**src/rtl/write_buffer.sv**
```systemverilog
// Posted write buffer between a write-through cache and external memory, with
// same-cycle read forwarding from buffered entries and read-after-write ordering.
module write_buffer #(
  parameter int WORD_SIZE  = 32,
  parameter int ADDR_WIDTH = 32,
  parameter int DEPTH      = 4
) (
  input  logic                  clk,
  input  logic                  rst,
  input  logic [ADDR_WIDTH-1:0] up_addr,
  input  logic [WORD_SIZE-1:0]  up_data_in,
  input  logic                  up_wr,
  input  logic                  up_re,
  output logic [WORD_SIZE-1:0]  up_data_out,
  output logic                  up_ack,
  output logic [ADDR_WIDTH-1:0] mem_addr,
  output logic [WORD_SIZE-1:0]  mem_data_out,
  input  logic [WORD_SIZE-1:0]  mem_data_in,
  output logic                  mem_wr,
  output logic                  mem_re,
  input  logic                  mem_ready,
  input  logic                  mem_err,
  output logic                  full,
  output logic                  empty,
  output logic                  err
);

  localparam int PW = $clog2(DEPTH);
  localparam int CW = PW + 1;

  typedef enum logic [1:0] {S_IDLE, S_WRITE, S_READ, S_RESP} state_t;

  logic [ADDR_WIDTH-1:0] ent_addr_q [DEPTH];
  logic [WORD_SIZE-1:0]  ent_data_q [DEPTH];

  logic [PW-1:0]         head_q, head_d, tail_q, tail_d;
  logic [CW-1:0]         count_q, count_d;
  state_t                state_q, state_d;
  logic                  err_q, err_d;
  logic [WORD_SIZE-1:0]  rd_data_q, rd_data_d;
  logic                  mem_wr_q, mem_wr_d, mem_re_q, mem_re_d;
  logic [ADDR_WIDTH-1:0] mem_addr_q, mem_addr_d;
  logic [WORD_SIZE-1:0]  mem_data_q, mem_data_d;

  logic                  push, pop, hit, fwd, resp;
  logic [WORD_SIZE-1:0]  hit_data;
  logic [PW-1:0]         idx;

  assign full  = (count_q == CW'(DEPTH));
  assign empty = (count_q == '0);
  assign push  = up_wr && !full;
  assign resp  = (state_q == S_RESP);

  // Scan oldest to youngest so the last match found is the youngest entry.
  always_comb begin
    hit      = 1'b0;
    hit_data = '0;
    idx      = '0;
    for (int i = 0; i < DEPTH; i++) begin
      idx = head_q + PW'(i);
      if ((CW'(i) < count_q) &&
          (ent_addr_q[idx][ADDR_WIDTH-1:2] == up_addr[ADDR_WIDTH-1:2])) begin
        hit      = 1'b1;
        hit_data = ent_data_q[idx];
      end
    end
  end

  assign fwd         = up_re && !up_wr && hit;
  assign up_ack      = push || fwd || resp;
  assign up_data_out = resp ? rd_data_q : (fwd ? hit_data : '0);

  always_comb begin
    state_d    = state_q;
    err_d      = err_q;
    rd_data_d  = rd_data_q;
    mem_wr_d   = mem_wr_q;
    mem_re_d   = mem_re_q;
    mem_addr_d = mem_addr_q;
    mem_data_d = mem_data_q;
    pop        = 1'b0;
    case (state_q)
      S_IDLE: begin
        if (!empty) begin
          state_d    = S_WRITE;
          mem_wr_d   = 1'b1;
          mem_addr_d = ent_addr_q[head_q];
          mem_data_d = ent_data_q[head_q];
        end else if (up_re && !up_wr) begin
          // Buffer is empty here, so this read cannot have been forwarded.
          state_d    = S_READ;
          mem_re_d   = 1'b1;
          mem_addr_d = up_addr;
        end
      end
      S_WRITE: begin
        if (mem_ready) begin
          pop        = 1'b1;
          state_d    = S_IDLE;
          mem_wr_d   = 1'b0;
          mem_addr_d = '0;
          mem_data_d = '0;
          if (mem_err) err_d = 1'b1;
        end
      end
      S_READ: begin
        if (mem_ready) begin
          rd_data_d  = mem_data_in;
          state_d    = S_RESP;
          mem_re_d   = 1'b0;
          mem_addr_d = '0;
          if (mem_err) err_d = 1'b1;
        end
      end
      default: begin
        state_d   = S_IDLE;
        rd_data_d = '0;
      end
    endcase
  end

  always_comb begin
    head_d  = pop  ? head_q + PW'(1) : head_q;
    tail_d  = push ? tail_q + PW'(1) : tail_q;
    count_d = count_q;
    if (push && !pop) count_d = count_q + CW'(1);
    if (pop && !push) count_d = count_q - CW'(1);
  end

  always_ff @(posedge clk or negedge rst) begin
    if (!rst) begin
      head_q     <= '0;
      tail_q     <= '0;
      count_q    <= '0;
      state_q    <= S_IDLE;
      err_q      <= 1'b0;
      rd_data_q  <= '0;
      mem_wr_q   <= 1'b0;
      mem_re_q   <= 1'b0;
      mem_addr_q <= '0;
      mem_data_q <= '0;
    end else begin
      head_q     <= head_d;
      tail_q     <= tail_d;
      count_q    <= count_d;
      state_q    <= state_d;
      err_q      <= err_d;
      rd_data_q  <= rd_data_d;
      mem_wr_q   <= mem_wr_d;
      mem_re_q   <= mem_re_d;
      mem_addr_q <= mem_addr_d;
      mem_data_q <= mem_data_d;
    end
  end

  // Entry storage needs no reset; validity is carried by count/head.
  always_ff @(posedge clk) begin
    if (push) begin
      ent_addr_q[tail_q] <= up_addr;
      ent_data_q[tail_q] <= up_data_in;
    end
  end

  assign mem_wr       = mem_wr_q;
  assign mem_re       = mem_re_q;
  assign mem_addr     = mem_addr_q;
  assign mem_data_out = mem_data_q;
  assign err          = err_q;

endmodule

```
**config.mk**
```make
export PLATFORM = sky130hd
export DESIGN_NAME = write_buffer
export DESIGN_NICKNAME = d
export VERILOG_FILES = /design/src/rtl/write_buffer.sv
export SDC_FILE = /design/constraint.sdc
export NUM_CORES = 1
export LEC_CHECK = 0
export CAP_MARGIN = 20
export CORE_MARGIN = 3
export CORE_UTILIZATION = 48
export DETAILED_ROUTE_END_ITERATION = 10
export PLACE_DENSITY_LB_ADDON = 0.12
export SLEW_MARGIN = 30
export SYNTH_ARGS = -nofsm -noshare
export SYNTH_HDL_FRONTEND = slang
export SYNTH_SLANG_ARGS = --single-unit
```
**constraint.sdc**
```tcl
create_clock -name clk -period 6.3 [get_ports clk]
set_input_delay 1.26 -clock clk [delete_from_list [all_inputs] [get_ports clk]]
set_output_delay 1.26 -clock clk [all_outputs]
set_load 0.05 [all_outputs]
```
; ---- After elaboration in Yosys (flattened, before gate mapping)
; Memories as Yosys holds them, arrays and structs flattened.
; Cells that the tools add are included.
; W data, S select, Z words.
[op_classes]
reduce_logical = 29
eq_ne = 15
n_bitwise = 1
mux = 35
addsub = 6
n_lt_le_gt_ge = 4
[op_table]
columns = op, n
row1 = $mux W32, 11
row2 = $pmux W32 S2, 3
row3 = $eq A30 B30 Y1, 4
row4 = $mux W1, 12
row5 = $reduce_and A3 Y1, 4
row6 = $ne A2 B2 Y1 const B, 5
row7 = $logic_and A1 B1 Y1, 9
row8 = $mux W2, 4
row9 = $reduce_bool A2 Y1, 4
row10 = $lt A1 B3 Y1 const A, 2
row11 = $lt A2 B3 Y1 const A, 2
row12 = $mux W3, 2
row13 = $pmux W2 S3, 1
row14 = $add A2 B1 Y2 const B, 2
row15 = $add A2 B2 Y2 const B, 2
row16 = $eq A2 B2 Y1 const B, 2
row17 = $logic_not A1 Y1, 4
row18 = $pmux W1 S2, 2
row19 = $reduce_and A4 Y1, 1
row20 = $reduce_or A2 Y1, 2
row21 = $add A3 B1 Y3 const B, 1
row22 = $eq A3 B3 Y1 const B, 1
row23 = $logic_not A3 Y1, 1
row24 = $ne A3 B3 Y1 const B, 1
row25 = 7 further kinds, 8
[totals]
output_inout_bits = 102
wordCells = 102
mem_count = 2
regBits = 108
ramBits = 256
inputBits = 102
[memory_table]
columns = memory, words, width, rd, rd_clocked_by_memory_dff, write_ports, line
row1 = ent_addr_q, 4, 32, 4, 0, 1, 33  ; logic [ADDR_WIDTH-1:0] ent_addr_q [DEPTH];
row2 = ent_data_q, 4, 32, 4, 0, 1, 34  ; logic [WORD_SIZE-1:0] ent_data_q [DEPTH];

; ---- Longest topological paths before layout
; Gate-level depths: netlist of run 1.
; An unclocked memory read counts as a cell.
[depth]
depth_word = 10
depth_mapped = 17

; ---- Worst setup path before layout of run 1
; No wires, ideal clock.
[synth_path]
path_kind = input-to-output
start = in up_addr[9]
end = out up_data_out[30]
n_path_buf = 3
path_stages = 11
required_ps = 5040
setup_slack_ps = 258
arrival_time_ps = 4782
path_cell_list = clkbuf_1 > a2bb2oi_1 > o2111ai_1 > or4_4 > a2111oi_4 > and2_1 > buf_4 > buf_6 > nor3_1 > o31a_1 > o31ai_1
[synth_between]
elab_chain_cells = 9
elab_cells_between_ends = 19
[synth_rtl]
columns = item, line
row1 = from (decl), 10  ; input logic [ADDR_WIDTH-1:0] up_addr,
row2 = $eq A30 B30 Y1, 62  ; (ent_addr_q[idx][ADDR_WIDTH-1:2] == up_addr[ADDR_WIDTH-1:2])) begin
row3 = $logic_and A1 B1 Y1, 61  ; if ((CW'(i) < count_q) &&
row4 = $mux W1 (4 in a row), 61
row5 = $logic_and A1 B1 Y1, 69  ; assign fwd = up_re && !up_wr && hit;
row6 = $mux W32 * (2 in a row), 71  ; assign up_data_out = resp ? rd_data_q : (fwd ? hit_data : '0);
row7 = to (decl), 14  ; output logic [WORD_SIZE-1:0] up_data_out,
; Every way passes the cells marked *; elsewhere a longest branch is shown, timed or not.

; ---- Worst setup path in the final report of run 1
[layout_path]
start = in up_addr[23]
end = out up_data_out[28]
; The elaborated chain is that of the path after synthesis.

==> impl_metrics.tcl, run 1 <==
set metrics [dict create \
    cap_viol_max_count 0 \
    period_share_pct 98.13 \
    die_h_um 221.4 \
    intPower_mw 7.279 \
    synth.distinct_cells 75 \
    skew_ns 0.02018 \
    critical_path_class "input pin to output pin" \
    grt_max_degree 107 \
    crit_path_frequent_cell "buf_12" \
    via_count 18360 \
    syn_to_final_growth_pct 22.03 \
    pwr-share-seq_pct 27.5 \
    first_pass_iters 7 \
    end_kind "output pin" \
    ys_ff_latch 364 \
    route.detailed.wl_per_inst_um 26.71 \
    max_stage_delay_ns 0.63 \
    max_freq_mhz 161.8 \
    min_from "rd_data_q[8]" \
    clkLatencyLatePin_ns 0.59 \
    place_congestion 0.9594 \
    rrSetupSlack_ns 2.96 \
    multi_input_area_um2 10980 \
    viasPerCell 6.454 \
    top_usage_layer "met1" \
    drc_errors 0 \
    use_met1_pct 45.30 \
    layout_setup_ws_ns 0.1177 \
    comb_power_share_pct 52.8 \
    clk_pin_slew_ns 0.05 \
    synthFlopType "edfxtp_1" \
    ios 204 \
    grt_pass1_vias 17730 \
    outcome "complete, no violations" \
    numCtsBuffers 42 \
    grt_overflow 0 \
    die_w_um 221.4 \
    hold_viol 0 \
    period_needed_ns 6.182 \
    drive_gt1_share_pct 15.68 \
    use_met2_pct 44.72 \
    htree_levels 2 \
    required_ns 5.04 \
    grtUsageTotal_pct 29.98 \
    switching_share_pct 44.31 \
    wirelength_mm 76.00 \
    final_cells 2845 \
    hold_ws_ns 0.4582 \
    syn_area_per_cell_um2 11.01 \
    antenna_found_initial 7 \
    crit_fanout 19 \
    async_reset_ff_share_pct 29.67 \
    cts_root_buf "clkbuf_16" \
    drtIter0Drc 2320 \
    hold_class "register to register" \
    yosys_warnings 0 \
    drtAntennaViolNets 0 \
    post-route-util_pct 59.64 \
    post-place-cells 2758 \
    synth_edf_count 256 \
    r2r_start "count_q[0]" \
    finalSetupViolCount 0 \
    fp.coreArea_um2 45580 \
    p_leak_nw 10.19 \
    syn-instance-count 2023 \
    power.net_switching_mw 5.792 \
    r2r_end "ent_data_q[2][11]" \
    fp-row-count 78 \
    min_path_cells 2 \
    numClockSinks 364 \
    antenna_cells 0 \
    relSlewSlack_pct 34.94 \
    fin_nets 2326 \
    synthesis.area_um2 22270 \
    fillers 3813 \
    start_kind "input pin" \
    post-place-ws_ns -0.1262 \
    grt_util_met3_pct 5.784 \
    power_mw 13.07 \
    design.die.area_um2 49020 \
    p_clk_share_pct 19.7 \
    grt_pass1_wl_mm 113.6 \
    start_util_pct 48.87 \
    drv_slew 0 \
    cts_buffer_depth 3 \
    powerDensity_nw_per_um2 480.9 \
    yosysSeqAreaShare_pct 46.65 \
    path_cells "clkdlybuf4s50_1 -> inv_1 -> xnor2_1 -> nand4_1 -> or4_4 -> a2111oi_4 -> buf_4 -> and2_2 -> buf_12 -> nor3_1 -> o31a_1 -> o31ai_1 -> buf_12" \
    worstPathArrival_ns 4.92 \
    cts_tree "yes" \
    critPathSlowestCell "o31ai_1" \
    ir_worst_vdd_mv 0.4297 \
    ff2ff_path_depth 6 \
    seq_area_um2 10400 \
    rsz0062_at_grt "false" \
    whs_endpoint "rd_data_q[8]" \
    tightestPinTransition_ns 0.9759 \
    numPortBuffers 203 \
    hpwlAfterDp_mm 51.17 \
    syn_nets 2138 \
]
-- repair_timing --
item                                   in CTS  in global routing
setup endpoints to repair                  29                 32
buffers inserted                            0                  8
gates resized for setup                     5                 13
endpoints found under the hold margin       0                  0
hold buffers                                0                  0
pin swaps                                   0                  1
gates cloned                                0                  0
-- how the worst max path moves through the flow --
| stage | startpoint | to | slack, ns | cells after the start |
|---|---|---|---|---|
| global placement | up_addr[7] | up_data_out[26] | -0.23 | 14 |
| finish | up_addr[23] | up_data_out[28] | 0.12 | 13 |
| CTS | head_q[1] | up_data_out[4] | 0.02 | 14 |
| global route | up_addr[23] | up_data_out[25] | 0.008 | 15 |
| detailed placement | up_addr[7] | up_data_out[26] | -0.13 | 14 |
| floorplan | up_addr[9] | up_data_out[30] | 0.26 | 11 |
-- layer usage --
| metal | share of wire [%] | vias up |
|---|---|---|
| met1 | 45 | 9154 |
| met5 | 0.043 | - |
| met4 | 2.3 | 4 |
| met2 | 44 | 920 |
| met3 | 9.4 | 129 |
| li1 | - | 8154 |
-- area by class of cell --
type                            count  share of cell area (%)
Clock buffer                       51                   4.069
Clock inverter                     27                   1.211
Inverter                           22                  0.3222
Multi-Input combinational cell   1446                   40.38
Sequential cell                   364                   38.25
Tap cell                          600                   2.762
Timing Repair Buffer              335                   13.00
-- metrics by stage --
step	instance area (um2)	setup TNS, ns
after floorplan	22270	0
after global placement	25570	-3.401
after detailed placement	25570	-1.568
after CTS	27010	0
after global routing	27180	0
final	27180	0
-- power groups by stage --
stage                     clock network (mW)  logic (mW)  registers, mW
after global placement                     0        6.59           3.64
after global routing                    2.72        7.30           3.67
after CTS                               2.61        6.70           3.63
after floorplan                            0        4.22           3.99
final                                   2.57        6.90           3.60
after detailed placement                   0        6.67           3.67
-- synthesized netlist by cell type (all sizes together) (54+ instances only) --
master / instances / share of area, %
mux2: 59 / 3.0
edfxtp: 256 / 35
o311ai: 54 / 2.1
nand3b: 54 / 1.8
mux2i: 260 / 12
xnor2: 71 / 2.8
o21ai: 81 / 1.8
a21oi: 78 / 1.8
clkbuf: 114 / 1.9
buf: 77 / 2.3
nor2: 78 / 1.3
dfrtp: 108 / 12
or3: 62 / 1.7
nand2: 174 / 2.9
-- cell families (layout without fill, tap and decap cells) --
family                   Yosys count  after routing  synth area share [%]
AND/OR/NAND/NOR                  545            545                 12.57
AO/OA/AOI/OAI                    449            449                 14.52
flip-flops                       364            364                 46.65
multiplexers                     343            343                 17.11
buffers and inverters            213            435                 4.646
XOR/XNOR                          96             96                 3.775
adder cells (fa/ha/maj)           13             13                0.7303
-- flip-flops by register name (all words and copies together) (netlist names), 2 cells and up --
register	flops
state_q	2
count_q	3
mem_addr	32
head_q	2
rd_data_q	32
ent_data_q	128
mem_data_out	32
ent_addr_q	128
tail_q	2
-- critical path: cells and delay by family --
family	cells	cell delay, ns
compound gates	3	1.31
buf+inv	5	1.23
simple gates	4	0.92
xor+xnor	1	0.19
-- layout by cell type (no fill, tap or decap), types with 29 or more instances in the layout --
cell type,Yosys,layout
o311ai_0,54,54
buf_12,0,47
o21ai_0,80,80
o31a_1,32,32
nand3_1,50,50
nand3b_1,54,54
edfxtp_1,256,256
mux2_2,56,56
and2_1,34,29
clkbuf_16,0,43
a21oi_1,78,78
buf_4,13,118
a31oi_1,32,32
nand2_1,173,171
o221ai_1,36,36
nor2_1,78,78
mux2i_1,259,257
nor3_1,41,41
clkdlybuf4s50_1,0,166
or3_1,62,62
xnor2_1,71,69
dfrtp_1,108,106
Note: power is estimated with default switching activity, not from simulation.
==> run 2, diff against run 1 <==
==> constraint.sdc (replaced) <==
create_clock -name clk -period 6.3 [get_ports clk]
set_input_delay 0.945 -clock clk [delete_from_list [all_inputs] [get_ports clk]]
set_output_delay 0.945 -clock clk [all_outputs]
set_load 0.05 [all_outputs]
==> run 2 against run 1 <==
Utilization decreased by 0.88 points. Sequential share of layout area up 0.58 points. Worst setup slack lost 0.0058 ns. Critical path depth unchanged. Maximum frequency is essentially flat. Hold slack worse by 0.077 ns. Clock-buffer cell count up 3. Power down 1.2%. Design area down 1.5%. Sequential power barely moved.
==> impl_metrics.tcl, run 2 (synthesized netlist as in run 1, its figures left out) <==
set metrics [dict create \
    cts_buffer_depth 3 \
    layout_commonest_cell "mux2i_1" \
    powerDensity_nw_per_um2 482.5 \
    via_count 18150 \
    wl_met2_mm 32.74 \
    max_freq_mhz 161.6 \
    reg_top3 "ent_addr_q x128, ent_data_q x128" \
    power.net_switching_mw 5.723 \
    htree_levels 2 \
    grtUsageTotal_pct 29.75 \
    design.die.area_um2 49020 \
    intPower_mw 7.196 \
    hpwlAfterDp_mm 50.60 \
    switching_share_pct 44.30 \
    tightestPinTransition_ns 0.9934 \
    layout_common_cells "mux2i_1, edfxtp_1, nand2_1" \
    design_area_um2 26780 \
    setup-tns-final_ns 0 \
    clkLatencyLatePin_ns 0.57 \
    outcome "complete, no violations" \
    p_leak_nw 9.911 \
    die_w_um 221.4 \
    power_mw 12.92 \
    grt_pass1_vias 17680 \
    required_ns 5.35 \
    antenna_found_initial 5 \
    path_buf_inv 4 \
    clk_pin_slew_ns 0.06 \
    fp.coreArea_um2 45580 \
    r2r_start "head_q[1]" \
    drtIter0Drc 2117 \
    ios 204 \
    hold_ws_ns 0.3809 \
    syn_to_final_growth_pct 20.22 \
    numPortBuffers 203 \
    viasPerCell 6.476 \
    cts_root_buf "clkbuf_16" \
    finalSetupViolCount 0 \
    cap_viol_max_count 0 \
    wirelength_mm 74.91 \
    comb_power_share_pct 52.4 \
    wl_met3_mm 6.815 \
    path_delay_family "buffers and inverters" \
    route.detailed.wl_per_inst_um 26.72 \
    end_kind "output pin" \
    fillers 3801 \
    critPathSlowestCell "buf_4" \
    post_dp_cell_area_um2 25320 \
    post-place-ws_ns 0.3398 \
    worstPathArrival_ns 5.24 \
    drive_gt1_share_pct 13.68 \
    post-route-util_pct 58.75 \
    relSlewSlack_pct 33.78 \
    top_layer "met5" \
    layout_setup_ws_ns 0.1119 \
    cts_tree "yes" \
    skew_ns 0.01896 \
    grt_max_degree 80 \
    place_congestion 0.9945 \
    fin_nets 2282 \
    m1WireLength_mm 33.79 \
    drv_slew 0 \
    post-place-cells 2723 \
    ff2ff_path_depth 7 \
    drtAntennaViolNets 0 \
    hold_viol 0 \
    critical_path_class "register to output pin" \
    p_clk_share_pct 19.6 \
    numCtsBuffers 42 \
    grt_overflow 0 \
    fp-row-count 78 \
    hold_class "input pin to asynchronous set/reset pin" \
    final_cells 2803 \
    pwr-share-seq_pct 28.0 \
    ir_worst_vdd_mv 0.3738 \
    die_h_um 221.4 \
    max_stage_delay_ns 0.67 \
    drc_errors 0 \
    rrSetupSlack_ns 2.79 \
    start_kind "register" \
    first_pass_iters 5 \
    path_cells "buf_12 -> buf_4 -> mux4_2 -> xnor2_1 -> nand2_1 -> a2111oi_0 -> nor4b_4 -> buf_4 -> a2111o_1 -> o211ai_1 -> a31oi_1 -> o31ai_1 -> buf_12" \
    numClockSinks 364 \
    period_needed_ns 6.188 \
    period_share_pct 98.22 \
    r2r_end "mem_data_out[0]" \
    start_util_pct 48.87 \
    cts_hold_buf 0 \
    rsz0062_at_grt "false" \
    grt_pass1_wl_mm 113.1 \
    crit_fanout 60 \
]
==> run 2: changes by cell type in the layout (fill, tap and decap cells not counted), moves of 2 or more <==
cell / previous run / this run
buf_4: 118 / 75
diode_2: 0 / 2
clkinv_2: 9 / 5
o31ai_1: 27 / 29
clkbuf_8: 0 / 3
xnor2_2: 2 / 0
o31ai_2: 6 / 4
xnor2_1: 69 / 71
inv_4: 0 / 2
clkdlybuf4s50_1: 166 / 169
dlymetal6s2s_1: 2 / 0
==> run 2: how the worst max path moves through the flow <==
stage / start / endpoint / slack [ns] / cells past startpoint
floorplan: up_addr[9] / up_data_out[30] / 0.89 / 11
global placement: up_addr[29] / up_data_out[28] / 0.31 / 12
detailed placement: up_addr[29] / up_data_out[17] / 0.34 / 13
CTS: head_q[1] / up_data_out[17] / 0.11 / 14
global route: head_q[1] / up_data_out[19] / 0.02 / 13
finish: head_q[1] / up_data_out[23] / 0.11 / 13
==> run 2: layer usage <==
metal	global-route usage (%)	up-vias
met5	0	-
met4	7.327	6
met3	5.970	118
met2	44.30	894
met1	44.77	9068
li1	-	8066
==> run 2: timing repair <==
item,4_1_cts,5_1_grt
buffers inserted,0,0
endpoints found under the setup margin,0,29
gates resized for setup,0,7
==> run 2: worst register-to-register path, delay by kind of cell, from the launching register on <==
kind | cells | cell delay, ns
muxes | 1 | 0.47
DFF | 1 | 0.51
buffers and inverters | 4 | 2.04
AOI/OAI and AO/OA | 2 | 0.37
==> run 2: power groups by stage <==
stage / Sequential, mW / Combinational [mW] / Clock, mW
floorplan: 3.99 / 4.22 / 0
global placement: 3.62 / 6.59 / 0
detailed placement: 3.65 / 6.65 / 0
CTS: 3.61 / 6.67 / 2.57
global route: 3.68 / 7.19 / 2.67
finish: 3.62 / 6.77 / 2.53
==> run 2: cell type report <==
| cell class | count | area (um2) | share of cell area [%] |
|---|---|---|---|
| inverters | 22 | 85.08 | 0.3177 |
| repair buffers | 291 | 3187 | 11.90 |
| clock inverters | 24 | 291.5 | 1.089 |
| flip-flops and latches | 364 | 10400 | 38.83 |
| well taps | 600 | 750.7 | 2.804 |
| clock buffers | 54 | 1126 | 4.205 |
| multi-input cells | 1446 | 10930 | 40.83 |
| diodes | 2 | 5.005 | 0.01869 |
==> run 3, diff against run 2 <==
Settings changed: SETUP_SLACK_MARGIN set to 0.1.
==> run 3 against run 2 <==
Combinational power about the same. Via count decreased by 0.54%. Sequential share of layout area about the same. Register-to-register slack barely moved. Design area is essentially flat.
==> impl_metrics.tcl, run 3 (synthesized netlist as in run 1, its figures left out) <==
set metrics [dict create \
    outcome "complete, no violations" \
    fin_nets 2282 \
    reg_top3 "ent_addr_q x128, ent_data_q x128" \
    layout_common_cells "mux2i_1, edfxtp_1, nand2_1" \
    fp.coreArea_um2 45580 \
    numClockSinks 364 \
    post_cts_resized 0 \
    grtUsageTotal_pct 29.75 \
    start_kind "register" \
    first_pass_iters 6 \
    relSlewSlack_pct 34.96 \
    place_congestion 0.9945 \
    intPower_mw 7.196 \
    setup-tns-final_ns 0 \
    ios 204 \
    route.detailed.wl_per_inst_um 26.74 \
    layout_setup_ws_ns 0.2966 \
    fp-row-count 78 \
    finalSetupViolCount 0 \
    die_w_um 221.4 \
    wirelength_mm 74.95 \
    cts_tree "yes" \
    grt_pass1_wl_mm 113.1 \
    end_kind "output pin" \
    syn_to_final_growth_pct 20.24 \
    hold_class "input pin to asynchronous set/reset pin" \
    worstPathArrival_ns 5.06 \
    viasPerCell 6.441 \
    tightestPinTransition_ns 0.9756 \
    required_ns 5.35 \
    drive_gt1_share_pct 13.68 \
    die_h_um 221.4 \
    skew_ns 0.01960 \
    clk_pin_slew_ns 0.06 \
    post-place-ws_ns 0.3398 \
    clkLatencyLatePin_ns 0.57 \
    cts_root_buf "clkbuf_16" \
    cts_buffer_depth 3 \
    numCtsBuffers 42 \
    design.die.area_um2 49020 \
    power_mw 12.92 \
    pwr-share-seq_pct 28.0 \
    hold_viol 0 \
    htree_levels 2 \
    layout_commonest_cell "mux2i_1" \
    rsz0062_at_grt "false" \
    start_util_pct 48.87 \
    cts_hold_buf 0 \
    post_cts_buffers 0 \
    grt_max_degree 80 \
    power.net_switching_mw 5.722 \
    hpwlAfterDp_mm 50.60 \
    ir_worst_vdd_mv 0.3745 \
    cap_viol_max_count 0 \
    crit_fanout 60 \
    numPortBuffers 203 \
    rrSetupSlack_ns 2.80 \
    drtIter0Drc 1960 \
    period_needed_ns 6.003 \
    comb_power_share_pct 52.4 \
    drtAntennaViolNets 0 \
    powerDensity_nw_per_um2 482.4 \
    drc_errors 0 \
    grt_pass1_vias 17680 \
    antenna_found_initial 5 \
    critical_path_class "register to output pin" \
    switching_share_pct 44.30 \
    max_freq_mhz 166.6 \
    p_leak_nw 9.912 \
    drv_slew 0 \
    period_share_pct 95.29 \
    grt_overflow 0 \
    p_clk_share_pct 19.6 \
    via_count 18050 \
    hold_ws_ns 0.3790 \
]
[run 3: path summary, 6_finish.rpt]
| check | startpoint | cells past startpoint | endpoint |
|---|---|---|---|
| setup / recovery | head_q[1] | 13 | up_data_out[23] |
| hold / removal | rst | 1 | mem_addr[20] |
| setup reg to reg | head_q[1] | 7 | mem_data_out[0] |
| hold reg to reg | rd_data_q[15] | 2 | rd_data_q[15] |
| max in group asynchronous | rst | 2 | head_q[0] |
| min in group clk | rd_data_q[15] | 2 | rd_data_q[15] |
[run 3: routing by layer]
| metal | vias to the layer above | routed length (um) | GRT usage (%) |
|---|---|---|---|
| li1 | 8060 | - | - |
| met1 | 8961 | 33480 | 44.77 |
| met2 | 902 | 32810 | 44.30 |
| met3 | 125 | 7099 | 5.970 |
| met4 | 6 | 1523 | 7.327 |
| met5 | - | 40 | 0 |
[run 3: worst max-delay path: stages (launching register included)]
cell and delay (ns):
dfrtp_4 0.51, buf_12 0.28, buf_4 0.29, mux4_2 0.55
xnor2_1 0.39, nand2_1 0.13, a2111oi_0 0.48, nor4b_4 0.35
buf_6 0.49, a2111o_1 0.25, o211ai_1 0.11, a31oi_1 0.25
o31ai_1 0.18, buf_12 0.19
[run 3: layout make-up]
type / count / area, um2
clock buffers: 54 / 1126
inverters: 22 / 85.08
fillers: 3803 / 18800
clock inverters: 24 / 291.5
multi-input cells: 1446 / 10930
well taps: 600 / 750.7
diodes: 2 / 5.005
repair buffers: 291 / 3191
flip-flops and latches: 364 / 10400
[run 3: power by group through the flow]
stage	logic (mW)	clock network (mW)	registers (mW)
6_report	6.77	2.53	3.62
5_1_grt	7.19	2.67	3.68
4_1_cts	6.67	2.57	3.61
3_5_place_dp	6.65	0	3.65
3_3_place_gp	6.59	0	3.62
2_1_floorplan	4.22	0	3.99
[run 3: stage by stage]
step | instances | area, um2 | utilization, %
floorplan | 2023 | 22270 | -
global placement | 2723 | 25320 | 55.55
detailed placement | 2723 | 25320 | 55.55
CTS | 2801 | 26730 | 58.66
global route | 2802 | 26780 | 58.75
finish | 2803 | 26780 | 58.76
